File: src/rtl/mix_columns_iter.sv
// -----------------------------------------------------------------------------
// mix_columns_iter
//
// Sequential AES MixColumns stage between ShiftRows and AddRoundKey. The block
// holds one 128-bit state and processes it column by column through NCOL
// combinational mix_bytes units. This uses fewer gates than four parallel
// units. A bypass flag, sampled with the state, skips MixColumns for the
// final AES round.
//
// Byte layout: byte k is state[127-8k -: 8]. Column c is bytes 4c..4c+3, with
// row 0 first.
//
// Ports
//   clk        in   1    system clock, rising edge
//   rst_n      in   1    asynchronous active-low reset
//   in_valid   in   1    upstream block available
//   in_ready   out  1    block accepts input this cycle (IDLE only)
//   in_state   in   128  state from ShiftRows
//   in_bypass  in   1    pass state through unchanged (final round)
//   out_valid  out  1    result available
//   out_ready  in   1    downstream accepts result
//   out_state  out  128  MixColumns result or bypassed state
//
// Parameter
//   NCOL       number of mix_bytes instances (columns per cycle): 1, 2 or 4
// -----------------------------------------------------------------------------

// -----------------------------------------------------------------------------
// mix_bytes
//
// Combinational MixColumns on one column over GF(2^8) mod x^8+x^4+x^3+x+1.
//   i0..i3  in   8 each  column bytes, rows 0..3
//   o0..o3  out  8 each  mixed column bytes, rows 0..3
// -----------------------------------------------------------------------------
module mix_bytes (
    input  logic [7:0] i0,
    input  logic [7:0] i1,
    input  logic [7:0] i2,
    input  logic [7:0] i3,
    output logic [7:0] o0,
    output logic [7:0] o1,
    output logic [7:0] o2,
    output logic [7:0] o3
);

    // Multiply by x (i.e. {02}) with reduction by the AES polynomial.
    function automatic logic [7:0] xtime(input logic [7:0] b);
        return {b[6:0], 1'b0} ^ (b[7] ? 8'h1b : 8'h00);
    endfunction

    // Each row is {02}*a ^ {03}*b ^ a' ^ b'. Here {03}*b is xtime(b) ^ b.
    assign o0 = xtime(i0) ^ xtime(i1) ^ i1 ^ i2 ^ i3;
    assign o1 = i0 ^ xtime(i1) ^ xtime(i2) ^ i2 ^ i3;
    assign o2 = i0 ^ i1 ^ xtime(i2) ^ xtime(i3) ^ i3;
    assign o3 = xtime(i0) ^ i0 ^ i1 ^ i2 ^ xtime(i3);

endmodule

module mix_columns_iter #(
    parameter int NCOL = 1
) (
    input  logic         clk,
    input  logic         rst_n,
    input  logic         in_valid,
    output logic         in_ready,
    input  logic [127:0] in_state,
    input  logic         in_bypass,
    output logic         out_valid,
    input  logic         out_ready,
    output logic [127:0] out_state
);

    generate
        if (!(NCOL == 1 || NCOL == 2 || NCOL == 4)) begin : g_bad_ncol
            $error("mix_columns_iter: NCOL must be 1, 2 or 4");
        end
    endgenerate

    typedef enum logic [1:0] {
        IDLE = 2'd0,
        BUSY = 2'd1,
        DONE = 2'd2
    } state_t;

    // The counter is 2 bits wide, so NCOL=4 gives a step of 0. That is
    // correct, because one BUSY cycle covers all columns from column 0.
    localparam logic [1:0] COL_STEP = 2'(NCOL);
    localparam logic [1:0] LAST_COL = 2'(4 - NCOL);

    state_t         state_q;
    logic [1:0]     col_q;
    logic [127:0]   work_q;
    logic           out_valid_q;
    logic [127:0]   work_d;

    // Column views of the working register, column 0 first.
    logic [31:0]    cols    [4];
    logic [31:0]    cols_d  [4];
    logic [1:0]     idx     [NCOL];
    logic [31:0]    col_out [NCOL];

    for (genvar c = 0; c < 4; c++) begin : g_cols
        assign cols[c] = work_q[127 - 32*c -: 32];
    end

    // Unit j handles column col_q + j during this BUSY cycle.
    for (genvar j = 0; j < NCOL; j++) begin : g_unit
        logic [31:0] col_in;

        assign idx[j]  = col_q + 2'(j);
        assign col_in  = cols[idx[j]];

        mix_bytes u_mix_bytes (
            .i0 (col_in[31:24]),
            .i1 (col_in[23:16]),
            .i2 (col_in[15:8]),
            .i3 (col_in[7:0]),
            .o0 (col_out[j][31:24]),
            .o1 (col_out[j][23:16]),
            .o2 (col_out[j][15:8]),
            .o3 (col_out[j][7:0])
        );
    end

    // Working register with the current column group replaced in place.
    always_comb begin
        // NOTE: assign every element before the per-unit overrides. Any path
        // that leaves an element unassigned would infer a latch.
        for (int c = 0; c < 4; c++) begin
            cols_d[c] = cols[c];
        end
        for (int j = 0; j < NCOL; j++) begin
            cols_d[idx[j]] = col_out[j];
        end
        work_d = {cols_d[0], cols_d[1], cols_d[2], cols_d[3]};
    end

    // Control FSM, column counter and working register.
    // NOTE: all state in this block uses non-blocking assignments. Every
    // register then updates from the values present before the edge.
    always_ff @(posedge clk or negedge rst_n) begin
        if (!rst_n) begin
            state_q     <= IDLE;
            col_q       <= 2'd0;
            // NOTE: the working register is a plain flop vector, not a RAM.
            // Resetting it is legal and keeps out_state at a known zero.
            work_q      <= '0;
            out_valid_q <= 1'b0;
        end else begin
            case (state_q)
                IDLE: begin
                    if (in_valid) begin
                        work_q <= in_state;
                        col_q  <= 2'd0;
                        if (in_bypass) begin
                            state_q     <= DONE;
                            out_valid_q <= 1'b1;
                        end else begin
                            state_q <= BUSY;
                        end
                    end
                end
                BUSY: begin
                    work_q <= work_d;
                    // This wraps to 0 on the last step, ready for the next block.
                    col_q  <= col_q + COL_STEP;
                    if (col_q == LAST_COL) begin
                        state_q     <= DONE;
                        out_valid_q <= 1'b1;
                    end
                end
                DONE: begin
                    if (out_ready) begin
                        state_q     <= IDLE;
                        out_valid_q <= 1'b0;
                    end
                end
                default: begin
                    state_q     <= IDLE;
                    out_valid_q <= 1'b0;
                end
            endcase
        end
    end

    assign in_ready  = (state_q == IDLE);
    assign out_valid = out_valid_q;
    assign out_state = work_q;

endmodule

File: config.mk
export PLATFORM = sky130hd
export DESIGN_NAME = mix_columns_iter
export DESIGN_NICKNAME = d
export VERILOG_FILES = /design/src/rtl/mix_columns_iter.sv
export SDC_FILE = /design/constraint.sdc
export NUM_CORES = 1
export LEC_CHECK = 0
export CAP_MARGIN = 40
export CORE_MARGIN = 8
export CORE_UTILIZATION = 35
export CTS_BUF_LIST = sky130_fd_sc_hd__clkbuf_8
export DETAILED_ROUTE_END_ITERATION = 10
export PLACE_DENSITY = 0.59
export SYNTH_ARGS = -nofsm -noshare
export SYNTH_HDL_FRONTEND = slang
export SYNTH_HIERARCHICAL = 1
export SYNTH_SLANG_ARGS = --single-unit
File: constraint.sdc
create_clock -name clk -period 6.4 [get_ports clk]
set_input_delay 0.64 -clock clk [delete_from_list [all_inputs] [get_ports clk]]
set_output_delay 0.64 -clock clk [all_outputs]
set_load 0.02 [all_outputs]
==> out/metrics.csv, run 1 <==
metric;value;unit
worstSetupEndpointType;flip-flop;
min_period_over_period;55.11;%
timing.critical_path.from;col_q[0]$_DFFE_PN0P_;
cts_buffer_depth;2;
final_hold_viol_count;0;
diodes;0;
cts_root_buf;clkbuf_8;
synth_warnings;6;
grt.met3_usage;4.650;%
worstPathRequired;6730;ps
multi_input_comb_area;5459;um2
place_inst;1436;
syn_area_per_cell;11.54;um2
critical_path.slowest_cell;ha_2;
criticalPathCategory;flip-flop to flip-flop;
antenna_found_initial;0;
placementRows;61;
place.port_buffers;262;
setup-tns-final;0;ps
groute.layer.met2.usage;31.99;%
timing.fmax;283.5;MHz
synthesis.nets;982;
yosysSeqAreaShare;34.12;%
fp.dieH;182.9;um
arrival;3860;ps
drt_first_iter_violations;358;
antenna_left;0;
yosysUniqueCellTypes;34;
synth.area.mux_share;35.54;%
path_cells;buf_4 -> ha_2 -> nand2_1 -> a21oi_4 -> buf_16 -> mux2_2;
h-tree-depth;4;
design.core.area;27630;um2
clkSinkCount;133;
worstMarginPinSlew;905.6;ps
io_pins;263;
synth_compound_area_share;0.9493;%
post-cts-setup-buffer-count;0;
synth.ff_latch_count;133;
drtPass1Iterations;4;
detailed_place_hpwl;23960;um
global_route.usage.total;18.97;%
wl_per_cell;21.68;um
final-seq-area;3331;um2
synthXorXnorAreaFrac;13.18;%
cp_max_fo;33;
tritoncts;done;
fill_cells;2624;
cts_hold_repair.buffers;0;
wl;31830;um
global_route.overflow_total;0;
crit_path_max_incr_delay;770;ps
grt_met1_usage;24.57;%
setup_viol;0;
maxSlewViolCount;0;
initial_utilization;35.30;%
dominant_combinational_cell_family_by_area_after_synthesis;multiplexers;
post_layout_nets;1214;
detailroute.via_count;7015;
die_span_x;182.9;um
via_per_inst;4.779;
synth_area;9753;um2
final_period_minus_worst_setup_slack;3527;ps
clk-insertion-delay-late;450;ps
area_growth_syn_to_layout;32.38;%
cap_viol_max_count;0;
post_cts_resize_count;0;
final_replace_weighted_congestion;0.7710;
critical_path.n_buffers_inverters;2;
grt_setup_unrepaired;false;
hold_class;input pin to asynchronous set/reset pin;
synth-adder-area-share;0.5131;%
clkSlewWorstSetupHoldPaths;90;ps
synthesis.instances;845;
die_area;33460;um2
slew_headroom;39.62;%
vias_in_the_first_global_route;7718;
grt_max_degree;73;
drc_errors;0;
run_status;finished, final reports clean;
start_kind;flip-flop;
final_cells;1468;
worst_clock_skew;14.63;ps
cts_buffers;17;
layout-drive-gt1-share;19.63;%
worst_path_dominant_cell_family;adder cells;
globalRoute.busiestLayer;met2;
grt_first_pass_wirelength;48650;um
r2r-start;col_q[0]$_DFFE_PN0P_;
synth_simple_gate_area_share;5.619;%
cell usage after synthesis:
cell | number | area share [%]
buf_4 | 16 | 1.2
o21bai_1 | 1 | 0.077
nor2_1 | 4 | 0.15
xnor3_2 | 2 | 0.49
xor3_2 | 2 | 0.51
xor3_4 | 1 | 0.28
buf_6 | 2 | 0.23
inv_1 | 131 | 5.0
dfrtp_1 | 133 | 34
buf_2 | 9 | 0.46
xnor3_1 | 33 | 7.6
xor3_1 | 4 | 0.97
a22o_1 | 1 | 0.090
xnor2_2 | 2 | 0.33
mux2_1 | 11 | 1.3
a21oi_2 | 1 | 0.090
nor2b_4 | 1 | 0.14
clkbuf_2 | 2 | 0.10
o21ai_1 | 1 | 0.051
mux2_2 | 119 | 14
xnor2_1 | 17 | 1.5
nand2_1 | 133 | 5.1
a21oi_4 | 3 | 0.50
buf_12 | 10 | 2.1
ha_1 | 4 | 0.51
mux4_2 | 32 | 7.4
nand2b_4 | 1 | 0.14
xor2_1 | 16 | 1.4
a2bb2oi_1 | 1 | 0.090
mux2i_1 | 128 | 13
a21oi_1 | 1 | 0.051
clkbuf_1 | 21 | 0.81
buf_8 | 1 | 0.15
nor2b_1 | 1 | 0.064
per-layer routing:
layer / up-vias / part of all wire, %
met2: 201 / 48
li1: 3260 / -
met1: 3543 / 45
met4: 0 / 0.79
met5: - / 0
met3: 11 / 6.2
final cells by class:
class / instances / area share [%]
Timing Repair Buffer: 274 / 21.58
Inverter: 131 / 3.809
Sequential cell: 133 / 25.80
Multi-Input combinational cell: 520 / 42.28
Tap cell: 378 / 3.663
Clock buffer: 19 / 2.025
Clock inverter: 13 / 0.8431
logic make-up (layout without fill, tap and decap cells):
group	count (synthesis)	in the layout
DFF	133	133
and+or+nand+nor	140	140
buffers and inverters	192	437
adders and majority gates	4	4
muxes	290	290
xor gates and xnor gates	77	77
AOI/OAI and AO/OA	9	9
metrics by stage:
stage / utilization [%] / cell area [um2] / hold WS, ps / setup slack, ps
3_3_place_gp: 45.02 / 12440 / 497.9 / 2639
4_1_cts: 46.73 / 12910 / 222.0 / 2722
5_1_grt: 46.73 / 12910 / 226.0 / 2550
3_5_place_dp: 45.39 / 12540 / 505.8 / 2719
6_report: 46.73 / 12910 / 197.8 / 2873
2_1_floorplan: - / 9753 / 344.4 / 3525
registers in the layout (all words and copies together) (netlist names):
signal	cells
out_state	128
col_q	2
state_q	2
out_valid	1
cell usage in the layout, fill, tap and decap left out, types with 2 or more instances in the layout:
cell,netlist,routed
xnor3_2,2,2
mux2_1,11,11
a21oi_4,3,4
mux2_2,119,119
nand2_1,133,133
xor3_1,4,4
mux4_2,32,32
xor3_2,2,2
mux2i_1,128,128
clkinvlp_4,0,5
clkdlybuf4s50_1,0,261
buf_16,0,3
dfrtp_1,133,131
ha_2,0,4
dfrtp_2,0,2
clkbuf_8,0,19
xnor2_2,2,2
inv_1,131,132
xnor2_1,17,17
nor2_1,4,4
buf_4,16,8
xor2_1,16,16
clkinv_2,0,4
xnor3_1,33,33
worst paths after layout:
kind / depth (start not counted) / slack [ps] / to
setup / recovery: 6 / 2870 / out_state[78]$_DFFE_PN0P_
hold / removal: 1 / 200 / out_state[55]$_DFFE_PN0P_
setup reg to reg: 6 / 2870 / out_state[78]$_DFFE_PN0P_
hold reg to reg: 1 / 520 / out_state[114]$_DFFE_PN0P_
max in group asynchronous: 3 / 5100 / out_state[82]$_DFFE_PN0P_
min in group clk: 1 / 520 / out_state[114]$_DFFE_PN0P_
Power of run 1 is left out: the tool's default activity adds up to more than one toggle a clock period on the data nets, which glitch-free logic cannot reach.
==> run 2: changes to the inputs <==
--- a/config.mk
+++ b/config.mk
@@ -10,7 +10,7 @@
 export CORE_UTILIZATION = 35
 export CTS_BUF_LIST = sky130_fd_sc_hd__clkbuf_8
 export DETAILED_ROUTE_END_ITERATION = 10
-export PLACE_DENSITY = 0.59
+export PLACE_DENSITY = 0.61
 export SYNTH_ARGS = -nofsm -noshare
 export SYNTH_HDL_FRONTEND = slang
 export SYNTH_HIERARCHICAL = 1
==> constraint.sdc (replaced) <==
create_clock -name clk -period 3.05 [get_ports clk]
set_input_delay 0.305 -clock clk [delete_from_list [all_inputs] [get_ports clk]]
set_output_delay 0.305 -clock clk [all_outputs]
set_load 0.02 [all_outputs]
==> run 2 against run 1 <==
Via count up 2.9%. Sequential share of layout area is 0.37 points lower. Clock skew down 2.4 ps. Sequential cell count unchanged. Die area unchanged.
==> out/metrics.csv, run 2 (synthesis results as in run 1) <==
metric;value;unit;change
run_status;finished, final reports clean;;
antenna_found_initial;0;;unchanged
ff2ff_setup_slack;180;ps;-2690 ps
setup-tns-final;0;ps;unchanged
worstSetupEndpointType;flip-flop;;
r2r-start;col_q[0]$_DFFE_PN0P_;;
grt_setup_unrepaired;false;;
drtPass1Iterations;5;;+1
cts_buffer_depth;2;;unchanged
fp.dieH;182.9;um;unchanged
design.core.area;27630;um2;unchanged
cap_viol_max_count;0;;unchanged
post_layout_nets;1232;;+1.5%
arrival;3200;ps;-660 ps
timing.fmax;348.6;MHz;+23%
wl_per_cell;22.63;um;+4.4%
antenna_left;0;;unchanged
mostFrequentLayoutCells;clkdlybuf4s50_1, nand2_1, inv_1, dfrtp_1, mux2i_1;;
cp_max_fo;22;;-33%
maxSlewViolCount;0;;unchanged
cts_root_buf;clkbuf_8;;
cts_hold_repair.buffers;1;;+1
clk-insertion-delay-late;450;ps;about the same
area_growth_syn_to_layout;34.33;%;
largest_register_ffs;128;;unchanged
io_pins;263;;unchanged
start_kind;flip-flop;;
post_cts_resize_count;0;;unchanged
drt_first_iter_violations;510;;+42%
wl;33630;um;+5.7%
drc_errors;0;;unchanged
clkSlewWorstSetupHoldPaths;90;ps;about the same
r2r_cells;7;;+1
fill_cells;2584;;-1.5%
grt_max_degree;76;;+4.1%
placementRows;61;;unchanged
layout-drive-gt1-share;20.94;%;+1.3 points
die_span_x;182.9;um;unchanged
cts_buffers;17;;unchanged
hold_class;input pin to asynchronous set/reset pin;;
worstPathRequired;3380;ps;-3350 ps
initial_utilization;35.30;%;unchanged
detailroute.via_count;7221;;+2.9%
worst_clock_skew;12.22;ps;-2.408 ps
final_period_minus_worst_setup_slack;2868;ps;-658.3 ps
post-cts-setup-buffer-count;0;;unchanged
die_area;33460;um2;unchanged
min_period_over_period;94.05;%;+39 points
tritoncts;done;;
final-seq-area;3331;um2;unchanged
multi_input_comb_area;5459;um2;unchanged
layout_commonest_cell;clkdlybuf4s50_1;;
criticalPathCategory;flip-flop to flip-flop;;
h-tree-depth;4;;unchanged
detailed_place_hpwl;24540;um;+2.4%
worstMarginPinSlew;626.2;ps;-279.5 ps
clkSinkCount;133;;unchanged
global_route.overflow_total;0;;unchanged
timing.critical_path.from;col_q[0]$_DFFE_PN0P_;;
final_hold_viol_count;0;;unchanged
place.port_buffers;262;;unchanged
global_route.usage.total;20.17;%;+1.2 points
grt_first_pass_wirelength;51160;um;+5.1%
vias_in_the_first_global_route;7916;;+2.6%
diodes;0;;unchanged
final_replace_weighted_congestion;0.8089;;+4.9%
setup_viol;0;;unchanged
regToRegEndpoint;out_state[25]$_DFFE_PN0P_;;
via_per_inst;4.859;;+1.7%
slew_headroom;58.25;%;+19 points
run 2: changes by cell type in the layout (fill, tap and decap cells not counted), sizes merged:
cell,previous run,this run
buf,13,30
clkinv,5,2
dlygate4sd3,0,1
bufinv,1,2
inv,133,135
run 2: how the worst max path moves through the flow:
| stage | slack, ps | end |
|---|---|---|
| floorplan | 170 | out_state[99]$_DFFE_PN0P_ |
| global placement | 230 | out_state[99]$_DFFE_PN0P_ |
| detailed placement | 190 | out_state[97]$_DFFE_PN0P_ |
| CTS | 180 | out_state[97]$_DFFE_PN0P_ |
| global route | 50 | out_state[25]$_DFFE_PN0P_ |
| finish | 180 | out_state[25]$_DFFE_PN0P_ |
run 2: cell type report:
class	instances	area share, %
multi-input cells	520	41.67
flip-flops and latches	133	25.42
repair buffers	292	22.43
inverters	131	3.753
well taps	378	3.610
clock buffers	19	1.996
clock inverters	13	1.117
run 2: layer usage:
metal | global-route usage, % | vias up | part of all wire [%]
met5 | 0 | - | 0
met4 | 4.717 | 0 | 1.2
met3 | 4.511 | 24 | 6.0
met2 | 32.93 | 244 | 47
met1 | 26.93 | 3659 | 45
li1 | - | 3294 | -
run 2: worst max-delay path, stage by stage (launching register included):
cell and delay, ps:
dfrtp_2 420, buf_12 230, mux4_2 590, xnor2_1 480, xnor3_1 590, nand2_1 100, mux2i_1 70, mux2_2 270
run 2: per-stage QoR:
stage                     setup slack, ps  std cells  area, um2  util, %  hold WS (ps)
final                               181.5       1486      13100    47.42         381.5
after global routing                46.93       1486      13100    47.42         426.7
after CTS                           175.1       1486      13100    47.42         395.4
after detailed placement            193.5       1453      12680    45.91         329.5
after global placement              226.0       1453      12680    45.91         332.5
after floorplan                     175.0        845       9753        -         9.409
Power of run 2 is left out for the same reason.
==> run 3: changes to the inputs <==
--- a/config.mk
+++ b/config.mk
@@ -7,10 +7,10 @@
 export LEC_CHECK = 0
 export CAP_MARGIN = 40
 export CORE_MARGIN = 8
-export CORE_UTILIZATION = 35
+export CORE_UTILIZATION = 40
 export CTS_BUF_LIST = sky130_fd_sc_hd__clkbuf_8
 export DETAILED_ROUTE_END_ITERATION = 10
-export PLACE_DENSITY = 0.61
+export PLACE_DENSITY = 0.69
 export SYNTH_ARGS = -nofsm -noshare
 export SYNTH_HDL_FRONTEND = slang
 export SYNTH_HIERARCHICAL = 1
==> run 3 against run 2 <==
Critical path depth is the same. Largest cell class unchanged. Worst setup slack got worse by 20 ps. Register-to-register slack worse by 20 ps. Clock-buffer cell count stayed put. Die area is 11% lower. Final area shrank 0.41%. Sequential share of layout area up 0.10 points. First-iteration DRC count shrank 15%. Routed wire length decreased by 1.2%. Fmax shrank 0.69%.
==> out/metrics.csv, run 3 (synthesis results as in run 1) <==
metric;value;unit;change
setup-tns-final;0;ps;unchanged
clkSinkCount;133;;unchanged
drc_errors;0;;unchanged
clkSlewWorstSetupHoldPaths;90;ps;about the same
cts_root_buf;clkbuf_8;;
worstSetupEndpointType;flip-flop;;
timing.fmax;346.2;MHz;-0.69%
die_span_x;172.2;um;-5.9%
global_route.usage.total;22.62;%;+2.4 points
mostFrequentLayoutCells;clkdlybuf4s50_1, nand2_1, inv_1, dfrtp_1, mux2i_1;;
cts_buffers;17;;unchanged
tritoncts;done;;
io_pins;263;;unchanged
placementRows;57;;-6.6%
cts_buffer_depth;2;;unchanged
detailroute.via_count;7373;;+2.1%
worstPathRequired;3380;ps;about the same
clk-insertion-delay-late;440;ps;about the same
grt_max_degree;100;;+32%
via_per_inst;5.163;;+6.3%
largest_register_ffs;128;;unchanged
global_route.overflow_total;0;;unchanged
layout-drive-gt1-share;20.38;%;-0.56 points
area_growth_syn_to_layout;33.78;%;
regToRegEndpoint;out_state[118]$_DFFE_PN0P_;;
antenna_left;0;;unchanged
drtPass1Iterations;7;;+2
setup_viol;0;;unchanged
r2r-start;col_q[0]$_DFFE_PN0P_;;
final_replace_weighted_congestion;0.8303;;+2.6%
worst_hold_slack;423.2;ps;+41.68 ps
fp.dieH;172.2;um;-5.9%
vias_in_the_first_global_route;8008;;+1.2%
ff2ff_setup_slack;160;ps;-20 ps
hold_class;input pin to asynchronous set/reset pin;;
criticalPathCategory;flip-flop to flip-flop;;
wl_per_cell;23.26;um;+2.8%
die_area;29640;um2;-11%
worstMarginPinSlew;865.3;ps;+239.1 ps
grt_setup_unrepaired;false;;
min_period_over_period;94.71;%;+0.66 points
layout_commonest_cell;clkdlybuf4s50_1;;
detailed_place_hpwl;24180;um;-1.5%
drt_first_iter_violations;434;;-15%
worst_clock_skew;13.91;ps;+1.687 ps
post_layout_nets;1229;;-0.24%
start_kind;flip-flop;;
final_hold_viol_count;0;;unchanged
slew_headroom;42.31;%;-16 points
h-tree-depth;4;;unchanged
antenna_found_initial;0;;unchanged
fill_cells;2190;;-15%
final_period_minus_worst_setup_slack;2889;ps;+20.03 ps
run_status;finished, final reports clean;;
cap_viol_max_count;0;;unchanged
cp_max_fo;15;;-32%
place.port_buffers;262;;unchanged
design.core.area;24110;um2;-13%
arrival;3220;ps;+20 ps
post-route-cell-area;13050;um2;-0.41%
r2r_cells;7;;unchanged
grt_first_pass_wirelength;50090;um;-2.1%
maxSlewViolCount;0;;unchanged
initial_utilization;40.46;%;+5.2 points
dpl-instance-area;12570;um2;-0.87%
wl;33220;um;-1.2%
diodes;0;;unchanged
==> run 3: cell count changes in the layout (fill, tap and decap cells not counted), sizes merged <==
cell / previous run / this run
inv: 135 / 131
bufinv: 2 / 5
clkinv: 2 / 3
clkinvlp: 5 / 4
buf: 30 / 27
==> run 3: worst max-delay path by stage <==
stage | startpoint | to | slack, ps
after floorplan | col_q[0]$_DFFE_PN0P_ | out_state[99]$_DFFE_PN0P_ | 170
after global routing | col_q[0]$_DFFE_PN0P_ | out_state[118]$_DFFE_PN0P_ | 100
after CTS | col_q[0]$_DFFE_PN0P_ | out_state[65]$_DFFE_PN0P_ | 230
after detailed placement | col_q[0]$_DFFE_PN0P_ | out_state[1]$_DFFE_PN0P_ | 250
after global placement | col_q[0]$_DFFE_PN0P_ | out_state[1]$_DFFE_PN0P_ | 270
final | col_q[0]$_DFFE_PN0P_ | out_state[118]$_DFFE_PN0P_ | 160
==> run 3: layout make-up <==
type                            instances  area [um2]  area share (%)
Clock buffer                           19       261.5           2.004
Clock inverter                         12       202.7           1.554
Inverter                              131       491.7           3.769
Multi-Input combinational cell        520        5451           41.78
Sequential cell                       133        3331           25.53
Tap cell                              324       405.4           3.107
Timing Repair Buffer                  289        2904           22.26
==> run 3: metrics by stage <==
step                std cells  worst slack [ps]  utilization [%]
floorplan                 845             175.0                -
global placement         1396             268.4            52.16
detailed placement       1396             246.9            52.16
CTS                      1428             234.3            54.13
global route             1428             95.27            54.13
finish                   1428             161.5            54.13
==> run 3: metal layers <==
metal	GRT usage (%)	vias up	wire length, um
li1	-	3301	-
met1	28.98	3728	13800
met2	38.19	317	16320
met3	5.251	27	2659
met4	5.435	0	436
met5	0	-	0
==> run 3: what timing repair did <==
| action | 4_1_cts | 5_1_grt |
|---|---|---|
| resized for setup | 0 | 0 |
| hold buffers | 1 | 0 |
| buffers inserted | 0 | 0 |
| endpoints found under the hold margin | 59 | 0 |
==> run 3: critical path: stages (launching register included) <==
cell and delay [ps]:
dfrtp_2 410, buf_12 190, mux4_2 610, xnor2_1 520, xor3_1 540, nand2_1 110
mux2i_1 70, mux2_1 320
Power of run 3 is left out for the same reason.
